==> config.mk <==
export PLATFORM = sky130hd
export DESIGN_NAME = mips_multicycle_ctrl_flat
export DESIGN_NICKNAME = d
export VERILOG_FILES = /design/src/rtl/mips_multicycle_ctrl_if.sv /design/src/rtl/mips_multicycle_ctrl.sv /design/src/flat_wrapper.sv
export SDC_FILE = /design/constraint.sdc
export NUM_CORES = 1
export LEC_CHECK = 0
export CAP_MARGIN = 20
export CORE_ASPECT_RATIO = 0.5
export CORE_MARGIN = 2
export CORE_UTILIZATION = 52
export CTS_CLUSTER_DIAMETER = 200
export DETAILED_ROUTE_END_ITERATION = 10
export HOLD_SLACK_MARGIN = 0.03
export PLACE_DENSITY = 0.85
export SLEW_MARGIN = 0
export SYNTH_ARGS = -nofsm -noshare
export SYNTH_HDL_FRONTEND = slang
export SYNTH_SLANG_ARGS = --single-unit
==> constraint.sdc <==
create_clock -name clk -period 7.86 [get_ports clk]
set_input_delay 1.179 -clock clk [delete_from_list [all_inputs] [get_ports clk]]
set_output_delay 1.179 -clock clk [all_outputs]
set_load 0.02 [all_outputs]
==> src/rtl/mips_multicycle_ctrl_if.sv <==
// Control/datapath boundary of the multicycle MIPS core: decode inputs,
// memory handshake, mux selects, strobes and retire/debug status.
interface mips_multicycle_ctrl_if #(
    parameter int unsigned CNT_W = 32
);
    logic [5:0]       opcode;
    logic [5:0]       funct;
    logic             zero;
    logic             mem_ready;
    logic             mem_read;
    logic             mem_write;
    logic             iord;
    logic             ir_write;
    logic             pc_en;
    logic [1:0]       pc_src;
    logic             alu_src_a;
    logic [1:0]       alu_src_b;
    logic [3:0]       alu_control;
    logic             reg_write;
    logic             reg_dst;
    logic             mem_to_reg;
    logic [3:0]       state;
    logic             illegal;
    logic             retired;
    logic [CNT_W-1:0] instr_count;

    modport master (
        input  opcode, funct, zero, mem_ready,
        output mem_read, mem_write, iord, ir_write, pc_en, pc_src,
               alu_src_a, alu_src_b, alu_control, reg_write, reg_dst,
               mem_to_reg, state, illegal, retired, instr_count
    );

    modport slave (
        output opcode, funct, zero, mem_ready,
        input  mem_read, mem_write, iord, ir_write, pc_en, pc_src,
               alu_src_a, alu_src_b, alu_control, reg_write, reg_dst,
               mem_to_reg, state, illegal, retired, instr_count
    );
endinterface

==> src/rtl/mips_multicycle_ctrl.sv <==
// Multicycle MIPS control FSM: sequences one instruction at a time over the
// shared ALU/register-file/unified-memory datapath and counts retirements.
module mips_multicycle_ctrl #(
    parameter int unsigned CNT_W           = 32,
    parameter bit          HALT_ON_ILLEGAL = 1'b1
) (
    input  logic                   clk,
    input  logic                   reset,
    mips_multicycle_ctrl_if.master ctrl
);
    localparam logic [5:0] OP_R    = 6'b000000;
    localparam logic [5:0] OP_LW   = 6'b100011;
    localparam logic [5:0] OP_SW   = 6'b101011;
    localparam logic [5:0] OP_BEQ  = 6'b000100;
    localparam logic [5:0] OP_J    = 6'b000010;
    localparam logic [5:0] OP_ADDI = 6'b001000;

    localparam logic [3:0] ALU_ADD = 4'b0010;
    localparam logic [3:0] ALU_SUB = 4'b0110;
    localparam logic [3:0] ALU_AND = 4'b0000;
    localparam logic [3:0] ALU_OR  = 4'b0001;
    localparam logic [3:0] ALU_SLT = 4'b0111;

    typedef enum logic [3:0] {
        FETCH   = 4'd0,
        DECODE  = 4'd1,
        MEMADR  = 4'd2,
        MEMRD   = 4'd3,
        MEMWB   = 4'd4,
        MEMWR   = 4'd5,
        EXEC_R  = 4'd6,
        ALUWB_R = 4'd7,
        BRANCH  = 4'd8,
        JUMP    = 4'd9,
        EXEC_I  = 4'd10,
        ALUWB_I = 4'd11,
        HALT    = 4'd12
    } state_e;

    typedef struct packed {
        logic       mem_read;
        logic       mem_write;
        logic       iord;
        logic [1:0] pc_src;
        logic       alu_src_a;
        logic [1:0] alu_src_b;
        logic       reg_write;
        logic       reg_dst;
        logic       mem_to_reg;
        logic       illegal;
    } moore_t;

    function automatic moore_t moore_of(input state_e s);
        moore_t m;
        m = '0;
        case (s)
            FETCH:          begin m.mem_read = 1'b1; m.alu_src_b = 2'b01; end
            DECODE:         m.alu_src_b = 2'b11;
            MEMADR, EXEC_I: begin m.alu_src_a = 1'b1; m.alu_src_b = 2'b10; end
            MEMRD:          begin m.mem_read = 1'b1; m.iord = 1'b1; end
            MEMWB:          begin m.reg_write = 1'b1; m.mem_to_reg = 1'b1; end
            MEMWR:          begin m.mem_write = 1'b1; m.iord = 1'b1; end
            EXEC_R:         m.alu_src_a = 1'b1;
            ALUWB_R:        begin m.reg_write = 1'b1; m.reg_dst = 1'b1; end
            BRANCH:         begin m.alu_src_a = 1'b1; m.pc_src = 2'b01; end
            JUMP:           m.pc_src = 2'b10;
            ALUWB_I:        m.reg_write = 1'b1;
            HALT:           m.illegal = 1'b1;
            default:        ;
        endcase
        return m;
    endfunction

    state_e           state_q, state_d;
    moore_t           moore_q;
    logic [CNT_W-1:0] count_q, count_d;
    logic             retire;
    logic             strobe_ok;
    logic [3:0]       alu_ctrl;

    always_comb begin
        state_d = state_q;
        case (state_q)
            FETCH:  if (ctrl.mem_ready) state_d = DECODE;
            DECODE: begin
                case (ctrl.opcode)
                    OP_LW, OP_SW: state_d = MEMADR;
                    OP_R:         state_d = EXEC_R;
                    OP_BEQ:       state_d = BRANCH;
                    OP_J:         state_d = JUMP;
                    OP_ADDI:      state_d = EXEC_I;
                    default:      state_d = HALT_ON_ILLEGAL ? HALT : FETCH;
                endcase
            end
            MEMADR:  state_d = (ctrl.opcode == OP_LW) ? MEMRD : MEMWR;
            MEMRD:   if (ctrl.mem_ready) state_d = MEMWB;
            MEMWB:   state_d = FETCH;
            MEMWR:   if (ctrl.mem_ready) state_d = FETCH;
            EXEC_R:  state_d = ALUWB_R;
            ALUWB_R: state_d = FETCH;
            BRANCH:  state_d = FETCH;
            JUMP:    state_d = FETCH;
            EXEC_I:  state_d = ALUWB_I;
            ALUWB_I: state_d = FETCH;
            HALT:    state_d = HALT;
            default: state_d = FETCH;
        endcase
    end

    // Any transition into FETCH from elsewhere is the last cycle of an instruction.
    assign retire  = (state_q != FETCH) && (state_d == FETCH);
    assign count_d = retire ? count_q + CNT_W'(1) : count_q;

    // Moore outputs are registered from the next state so they line up with state_q.
    always_ff @(posedge clk or posedge reset) begin
        if (reset) begin
            state_q <= FETCH;
            moore_q <= moore_of(FETCH);
            count_q <= '0;
        end else begin
            state_q <= state_d;
            moore_q <= moore_of(state_d);
            count_q <= count_d;
        end
    end

    always_comb begin
        alu_ctrl = ALU_ADD;
        if (state_q == BRANCH) begin
            alu_ctrl = ALU_SUB;
        end else if (state_q == EXEC_R) begin
            case (ctrl.funct)
                6'b100000: alu_ctrl = ALU_ADD;
                6'b100010: alu_ctrl = ALU_SUB;
                6'b100100: alu_ctrl = ALU_AND;
                6'b100101: alu_ctrl = ALU_OR;
                6'b101010: alu_ctrl = ALU_SLT;
                default:   alu_ctrl = ALU_AND;
            endcase
        end
    end

    // Strobes are forced low while reset is held so nothing reaches memory or the register file.
    assign strobe_ok        = ~reset;
    assign ctrl.mem_read    = moore_q.mem_read & strobe_ok;
    assign ctrl.mem_write   = moore_q.mem_write & strobe_ok;
    assign ctrl.reg_write   = moore_q.reg_write & strobe_ok;
    assign ctrl.ir_write    = (state_q == FETCH) & ctrl.mem_ready & strobe_ok;
    assign ctrl.pc_en       = (((state_q == FETCH) & ctrl.mem_ready) |
                               ((state_q == BRANCH) & ctrl.zero) |
                               (state_q == JUMP)) & strobe_ok;
    assign ctrl.iord        = moore_q.iord;
    assign ctrl.pc_src      = moore_q.pc_src;
    assign ctrl.alu_src_a   = moore_q.alu_src_a;
    assign ctrl.alu_src_b   = moore_q.alu_src_b;
    assign ctrl.reg_dst     = moore_q.reg_dst;
    assign ctrl.mem_to_reg  = moore_q.mem_to_reg;
    assign ctrl.illegal     = moore_q.illegal;
    assign ctrl.alu_control = alu_ctrl;
    assign ctrl.state       = state_q;
    assign ctrl.retired     = retire;
    assign ctrl.instr_count = count_q;
endmodule

==> src/flat_wrapper.sv <==
// flat-port wrapper written by rule: the top's interface ports become plain ports
module mips_multicycle_ctrl_flat 
#(
    parameter int unsigned CNT_W           = 32,
    parameter bit          HALT_ON_ILLEGAL = 1'b1
)
  (clk, reset, ctrl_opcode, ctrl_funct, ctrl_zero, ctrl_mem_ready, ctrl_mem_read, ctrl_mem_write, ctrl_iord, ctrl_ir_write, ctrl_pc_en, ctrl_pc_src, ctrl_alu_src_a, ctrl_alu_src_b, ctrl_alu_control, ctrl_reg_write, ctrl_reg_dst, ctrl_mem_to_reg, ctrl_state, ctrl_illegal, ctrl_retired, ctrl_instr_count);
  mips_multicycle_ctrl_if #(.CNT_W(CNT_W)) ctrl_i ();
  input  logic clk;
  input  logic reset;
  input wire logic [$bits(ctrl_i.opcode)-1:0] ctrl_opcode;
  input wire logic [$bits(ctrl_i.funct)-1:0] ctrl_funct;
  input wire logic [$bits(ctrl_i.zero)-1:0] ctrl_zero;
  input wire logic [$bits(ctrl_i.mem_ready)-1:0] ctrl_mem_ready;
  output wire logic [$bits(ctrl_i.mem_read)-1:0] ctrl_mem_read;
  output wire logic [$bits(ctrl_i.mem_write)-1:0] ctrl_mem_write;
  output wire logic [$bits(ctrl_i.iord)-1:0] ctrl_iord;
  output wire logic [$bits(ctrl_i.ir_write)-1:0] ctrl_ir_write;
  output wire logic [$bits(ctrl_i.pc_en)-1:0] ctrl_pc_en;
  output wire logic [$bits(ctrl_i.pc_src)-1:0] ctrl_pc_src;
  output wire logic [$bits(ctrl_i.alu_src_a)-1:0] ctrl_alu_src_a;
  output wire logic [$bits(ctrl_i.alu_src_b)-1:0] ctrl_alu_src_b;
  output wire logic [$bits(ctrl_i.alu_control)-1:0] ctrl_alu_control;
  output wire logic [$bits(ctrl_i.reg_write)-1:0] ctrl_reg_write;
  output wire logic [$bits(ctrl_i.reg_dst)-1:0] ctrl_reg_dst;
  output wire logic [$bits(ctrl_i.mem_to_reg)-1:0] ctrl_mem_to_reg;
  output wire logic [$bits(ctrl_i.state)-1:0] ctrl_state;
  output wire logic [$bits(ctrl_i.illegal)-1:0] ctrl_illegal;
  output wire logic [$bits(ctrl_i.retired)-1:0] ctrl_retired;
  output wire logic [$bits(ctrl_i.instr_count)-1:0] ctrl_instr_count;
  assign ctrl_i.opcode = ctrl_opcode;
  assign ctrl_i.funct = ctrl_funct;
  assign ctrl_i.zero = ctrl_zero;
  assign ctrl_i.mem_ready = ctrl_mem_ready;
  assign ctrl_mem_read = ctrl_i.mem_read;
  assign ctrl_mem_write = ctrl_i.mem_write;
  assign ctrl_iord = ctrl_i.iord;
  assign ctrl_ir_write = ctrl_i.ir_write;
  assign ctrl_pc_en = ctrl_i.pc_en;
  assign ctrl_pc_src = ctrl_i.pc_src;
  assign ctrl_alu_src_a = ctrl_i.alu_src_a;
  assign ctrl_alu_src_b = ctrl_i.alu_src_b;
  assign ctrl_alu_control = ctrl_i.alu_control;
  assign ctrl_reg_write = ctrl_i.reg_write;
  assign ctrl_reg_dst = ctrl_i.reg_dst;
  assign ctrl_mem_to_reg = ctrl_i.mem_to_reg;
  assign ctrl_state = ctrl_i.state;
  assign ctrl_illegal = ctrl_i.illegal;
  assign ctrl_retired = ctrl_i.retired;
  assign ctrl_instr_count = ctrl_i.instr_count;
  mips_multicycle_ctrl #(.CNT_W(CNT_W), .HALT_ON_ILLEGAL(HALT_ON_ILLEGAL)) u_core (.clk(clk), .reset(reset), .ctrl(ctrl_i));
endmodule
==> results.yml, run 1 <==
logic_synthesis:
  ys_ff_latch: 48
  synthDistinctLibCells: 52
  syn_inst: 257
  synth-adder-area-share_pct: 0.484
  syn-cell-area_um2: 2580
  synth-compound-area-share_pct: 6.87
  synth-main-ff-cell: "dfrtp_1"
  synthMuxAreaShare_pct: 0.436
  synth_top_family_by_area: "simple AND/OR/NAND/NOR gates"
  synth_nets: 274
  syn_area_per_cell_um2: 10.1
  async_flop_share_pct: 100
  yosysSeqAreaShare_pct: 46.6
  synth_xor_area_share_pct: 11.2
  synth-simple-area-share_pct: 29.3
  synth_edf_count: 0
  ys_warn_count: 0
sta:
  setup-violations-final: 0
  final.setup_skew_ns: 0.00995
  worst_pin_slew_ns: 0.931
  slew-limit-headroom_pct: 37.5
  slew_violations: 0
  rsz0062_at_grt: "no"
  finalCriticalPeriod_ns: 5.68
  setup_ws_ns: 2.18
  setup-tns-final_ns: 0
  timing.final.crit_share_pct: 72.3
  hold_viol: 0
  max_freq_ghz: 0.176
cts:
  cts_setup_buffers: 0
  ctsHoldBuffers: 0
  cts_tree: "done"
  root_buffer: "clkbuf_8"
  clk_pin_slew_ns: 0.09
  clkLatencyLatePin_ns: 0.31
  post_cts_resized: 0
  cts_htree_levels: 2
  cts_buffer_depth: 2
  cts.sinks: 48
  cts_buffers: 5
critical_path:
  r2r_slack_ns: 4.86
  critPathRequiredTime_ns: 6.68
  r2r_cells: 6
  arrival_ns: 4.51
  critical_path_class: "primary input to output pin"
  crit_path_max_fanout: 17
  critical_path.endpoint: "ctrl_retired"
  timing.rr.end: "u_core.ctrl.instr_count[19]"
  cp-start-kind: "primary input"
  setup.worst_path.end_class: "output pin"
  critPathLaunch: "ctrl_opcode[0]"
  timing.rr.start: "u_core.ctrl.state[0]"
placed_design:
  dp_hpwl_mm: 4.38
  placed_area_um2: 3280
  pre_cts_ws_ns: 2.26
  portBuffers: 69
  routabilityCongestion: 0.884
grt:
  grt_overflow: 0
  antenna_found_initial: 0
  grt_max_degree: 49
  track_usage_pct: 21.8
  grt_pass1_wl_mm: 9.47
  grt_pass1_vias: 2034
finish:
  insertedDiodeCount: 0
  final_common_cell: "clkdlybuf4s50_1"
  largest_reg_flops: 32
  fin_util_pct: 70.2
  layout_common_cells: "clkdlybuf4s50_1 (69), dfrtp_1 (46), xnor2_1 (22)"
  fillers: 381
  syn2layout_area_growth_pct: 32.2
  fin_area_um2: 3420
  drive_gt1_share_pct: 10.3
  fin_nets: 337
power:
  irDropWorstVdd_uv: 186
  p_leak_uw: 0.00145
  p_seq_share_pct: 35.6
  clkPwrFrac_pct: 19.9
  internal_power_uw: 562
  switchingPower_uw: 392
  p_comb_share_pct: 44.5
  switching_share_pct: 41.1
  powerDensity_nw_per_um2: 279
detailed_routing:
  first_pass_iters: 4
  via_per_inst: 5.49
  wire_per_inst_um: 15.3
  drt-total-wl_mm: 5.99
  drc: 0
  vias: 2146
  first_iter_violations: 113
  ant_nets: 0
floorplanning:
  ios: 71
  row_count: 18
  core_area_um2: 4860
  dieArea_um2: 5590
  die_x_um: 104
  start_util_pct: 53.1
  die_h_um: 53.9
worst_hold_path:
  hp-class: "flop to flop"
run:
  maxCapViolCount: 0
status:
  status: "complete, no violations"
==> cell families after synthesis <==
logic type | count (synthesis)
AOI/OAI and AO/OA | 25
xor gates and xnor gates | 33
adders and majority gates | 1
buffers and inverters | 25
DFF | 48
muxes | 1
other | 1
and+or+nand+nor | 123
==> cell type report <==
class | instances | area [um^2] | area share [%]
Timing Repair Buffer | 70 | 711 | 20.8
Clock buffer | 6 | 82.6 | 2.42
Tap cell | 70 | 87.6 | 2.56
Inverter | 11 | 41.3 | 1.21
Sequential cell | 48 | 1200 | 35.2
Clock inverter | 2 | 38.8 | 1.14
Multi-Input combinational cell | 184 | 1250 | 36.7
==> worst max-delay path, cell delays in order <==
cell and delay [ns]:
clkdlybuf4s50_1 0.58, nand3_1 0.16, or4_1 0.51, a32oi_1 0.26
nand3_1 0.18, nor4_4 0.86, clkdlybuf4s50_1 0.76
==> power by group through the flow <==
stage	clock, uW	sequential, uW	combinational (uW)
CTS	193	339	421
floorplan	0	354	282
global route	202	346	456
finish	190	340	424
detailed placement	0	344	419
global placement	0	341	409
==> metrics by stage <==
stage               hold slack (ns)  std cells  total power [uW]
finish                        0.479        391               954
global route                  0.490        391              1000
CTS                           0.480        390               952
detailed placement            0.465        382               762
global placement              0.457        382               750
floorplan                     0.578        257               636
==> layer usage <==
layer / GRT usage (%) / wire length [um] / part of all wire [%] / vias up
li1: - / - / - / 1028
met1: 26.6 / 2620 / 44 / 1037
met2: 38.6 / 2930 / 49 / 70
met3: 5.33 / 343 / 5.7 / 11
met4: 9.46 / 99 / 1.7 / 0
met5: 0 / 0 / 0 / -
==> worst min path at each step <==
stage	cells past startpoint	from	end	slack (ns)
final	1	u_core.ctrl.instr_count[31]	u_core.ctrl.instr_count[31]	0.48
after global routing	1	u_core.ctrl.instr_count[31]	u_core.ctrl.instr_count[31]	0.49
after CTS	1	u_core.ctrl.instr_count[31]	u_core.ctrl.instr_count[31]	0.48
after detailed placement	1	u_core.ctrl.instr_count[31]	u_core.ctrl.instr_count[31]	0.46
after global placement	1	u_core.ctrl.instr_count[31]	u_core.ctrl.instr_count[31]	0.46
after floorplan	1	u_core.ctrl.instr_count[31]	u_core.ctrl.instr_count[31]	0.58
==> cell usage after synthesis (all sizes together) (4+ instances only) <==
cell,number,area (um^2)
xnor2,22,193
nand2,19,71.3
o21ai,8,43.8
nand4,16,100
inv,11,41.3
nand3,13,65.1
nor2b,8,50.1
and3,11,68.8
nor3,15,126
buf,8,65.1
dfrtp,46,1150
and2,5,31.3
nor2,13,48.8
or4,4,33.8
clkbuf,6,22.5
or3,4,30.0
xor2,11,96.3
Power figures use the tool's default switching activity.
==> run 2, diff against run 1 <==
Settings changed: CORE_UTILIZATION 52 to 48, PLACE_DENSITY 0.85 to 0.8.
Clock period 7.86 ns to 5.35 ns, I/O delays scaled along.
==> run 2 against run 1 <==
  * Power up 40%
  * Clock power is 11% higher
  * Clock skew shrank 0.0067 ns
  * Combinational power rose by 50%
  * Non-clock buffer count rose by 1
  * Sequential cell count unchanged
  * Core utilization shrank 3.2 points
  * Register-to-register slack lost 2.4 ns
  * Cell count rose by 0.26%
  * Sequential power rose by 46%
==> results.yml, run 2 (synthesized netlist as in run 1, its figures left out) <==
grt:
  grt_pass1_wl_mm: 10.1
  antenna_found_initial: 0
  grt_pass1_vias: 2106
  track_usage_pct: 21.1
  grt_max_degree: 49
  grt_overflow: 0
detailed_routing:
  via_per_inst: 5.46
  ant_nets: 0
  first_iter_violations: 135
  vias: 2142
  first_pass_iters: 4
  drt-total-wl_mm: 5.92
  wire_per_inst_um: 15.1
  drc: 0
cts:
  clk_pin_slew_ns: 0.08
  cts_buffers: 5
  clkLatencyLatePin_ns: 0.30
  cts_buffer_depth: 2
  cts_htree_levels: 2
  root_buffer: "clkbuf_8"
  post_cts_resized: 0
  cts_setup_buffers: 0
  cts.sinks: 48
  ctsHoldBuffers: 0
  cts_tree: "done"
worst_hold_path:
  hp-class: "flop to flop"
  hold_depth: 1
  hold_start: "u_core.ctrl.instr_count[31]"
  min_to: "u_core.ctrl.instr_count[31]"
sta:
  worst_pin_slew_ns: 0.632
  setup-tns-final_ns: 0
  hold_viol: 0
  finalCriticalPeriod_ns: 4.41
  rsz0062_at_grt: "no"
  final.setup_skew_ns: 0.00330
  slew-limit-headroom_pct: 57.6
  slew_violations: 0
  max_freq_ghz: 0.227
  setup-violations-final: 0
  timing.final.crit_share_pct: 82.4
finish:
  drive_gt1_share_pct: 9.94
  fillers: 423
  fin_util_pct: 67.1
  final_common_cell: "clkdlybuf4s50_1"
  syn2layout_area_growth_pct: 30.9
  largest_reg_flops: 32
  insertedDiodeCount: 0
  fin_nets: 338
  layout_common_cells: "clkdlybuf4s50_1 (69), dfrtp_1 (46), xnor2_1 (22)"
  fin_area_um2: 3380
floorplanning:
  die_x_um: 108
  core_area_um2: 5040
  dieArea_um2: 6020
  die_h_um: 55.9
  row_count: 18
  ios: 71
  start_util_pct: 51.2
critical_path:
  r2r_slack_ns: 2.44
  r2r_cells: 7
  critical_path_class: "primary input to output pin"
  crit_path_max_fanout: 7
  critPathRequiredTime_ns: 4.55
  arrival_ns: 3.61
  setup.worst_path.end_class: "output pin"
  timing.rr.end: "u_core.ctrl.instr_count[23]"
  timing.rr.start: "u_core.ctrl.state[2]"
  cp-start-kind: "primary input"
power:
  p_seq_share_pct: 37.1
  clkPwrFrac_pct: 15.6
  switchingPower_uw: 566
  p_leak_uw: 0.00143
  p_comb_share_pct: 47.3
  switching_share_pct: 42.2
  internal_power_uw: 774
  irDropWorstVdd_uv: 297
  powerDensity_nw_per_um2: 396
placed_design:
  portBuffers: 69
  dp_hpwl_mm: 4.33
  placed_area_um2: 3280
  routabilityCongestion: 0.868
run:
  maxCapViolCount: 0
status:
  status: "complete, no violations"
==> run 2: changes by cell type in the layout (fill, tap and decap cells not counted), sizes merged <==
cell	before	now
clkbuf	6	7
bufinv	1	0
buf	1	2
==> run 2: worst max-delay path by stage <==
stage,from,end,slack [ns],cells after the start
finish,ctrl_opcode[1],ctrl_retired,0.94,7
global route,ctrl_opcode[0],ctrl_retired,0.78,7
CTS,ctrl_opcode[1],ctrl_retired,0.94,7
detailed placement,ctrl_opcode[1],ctrl_retired,0.95,7
global placement,ctrl_opcode[1],ctrl_retired,1.00,7
floorplan,ctrl_opcode[1],ctrl_retired,2.00,6
==> run 2: stage by stage <==
stage	hold slack (ns)	power, uW	instances	worst slack [ns]
after global routing	0.513	1430	392	0.778
after floorplan	0.578	934	257	2.00
after global placement	0.458	1120	383	1.00
after detailed placement	0.461	1130	383	0.955
final	0.475	1340	392	0.941
after CTS	0.476	1340	391	0.937
==> run 2: power groups by stage <==
| stage | Combinational (uW) | Clock (uW) | Sequential (uW) |
|---|---|---|---|
| 6_report | 634 | 210 | 497 |
| 5_1_grt | 689 | 234 | 508 |
| 4_1_cts | 632 | 215 | 495 |
| 3_5_place_dp | 629 | 0 | 502 |
| 3_3_place_gp | 620 | 0 | 502 |
| 2_1_floorplan | 415 | 0 | 519 |
==> run 2: critical path, cell delays in order <==
cell and delay [ns]:
clkdlybuf4s50_1 0.50, or4_4 0.58, a221o_1 0.32, a31oi_2 0.25, o21ai_2 0.11, nor4_4 0.37
clkdlybuf4s50_1 0.67
==> run 2: layout make-up <==
type	instances	area, um^2	area share, %
repair buffers	71	718	21.2
multi-input cells	184	1250	37.0
well taps	70	87.6	2.59
clock inverters	1	5.00	0.148
flip-flops and latches	48	1200	35.6
clock buffers	7	76.3	2.26
inverters	11	41.3	1.22
==> run 2: routing by layer <==
layer	wire (um)	track usage [%]	part of all wire, %	vias to the layer above
li1	-	-	-	1031
met1	2690	28.2	45	1027
met2	2770	33.6	47	76
met3	392	6.44	6.6	8
met4	65	5.68	1.1	0
met5	0	0	0	-
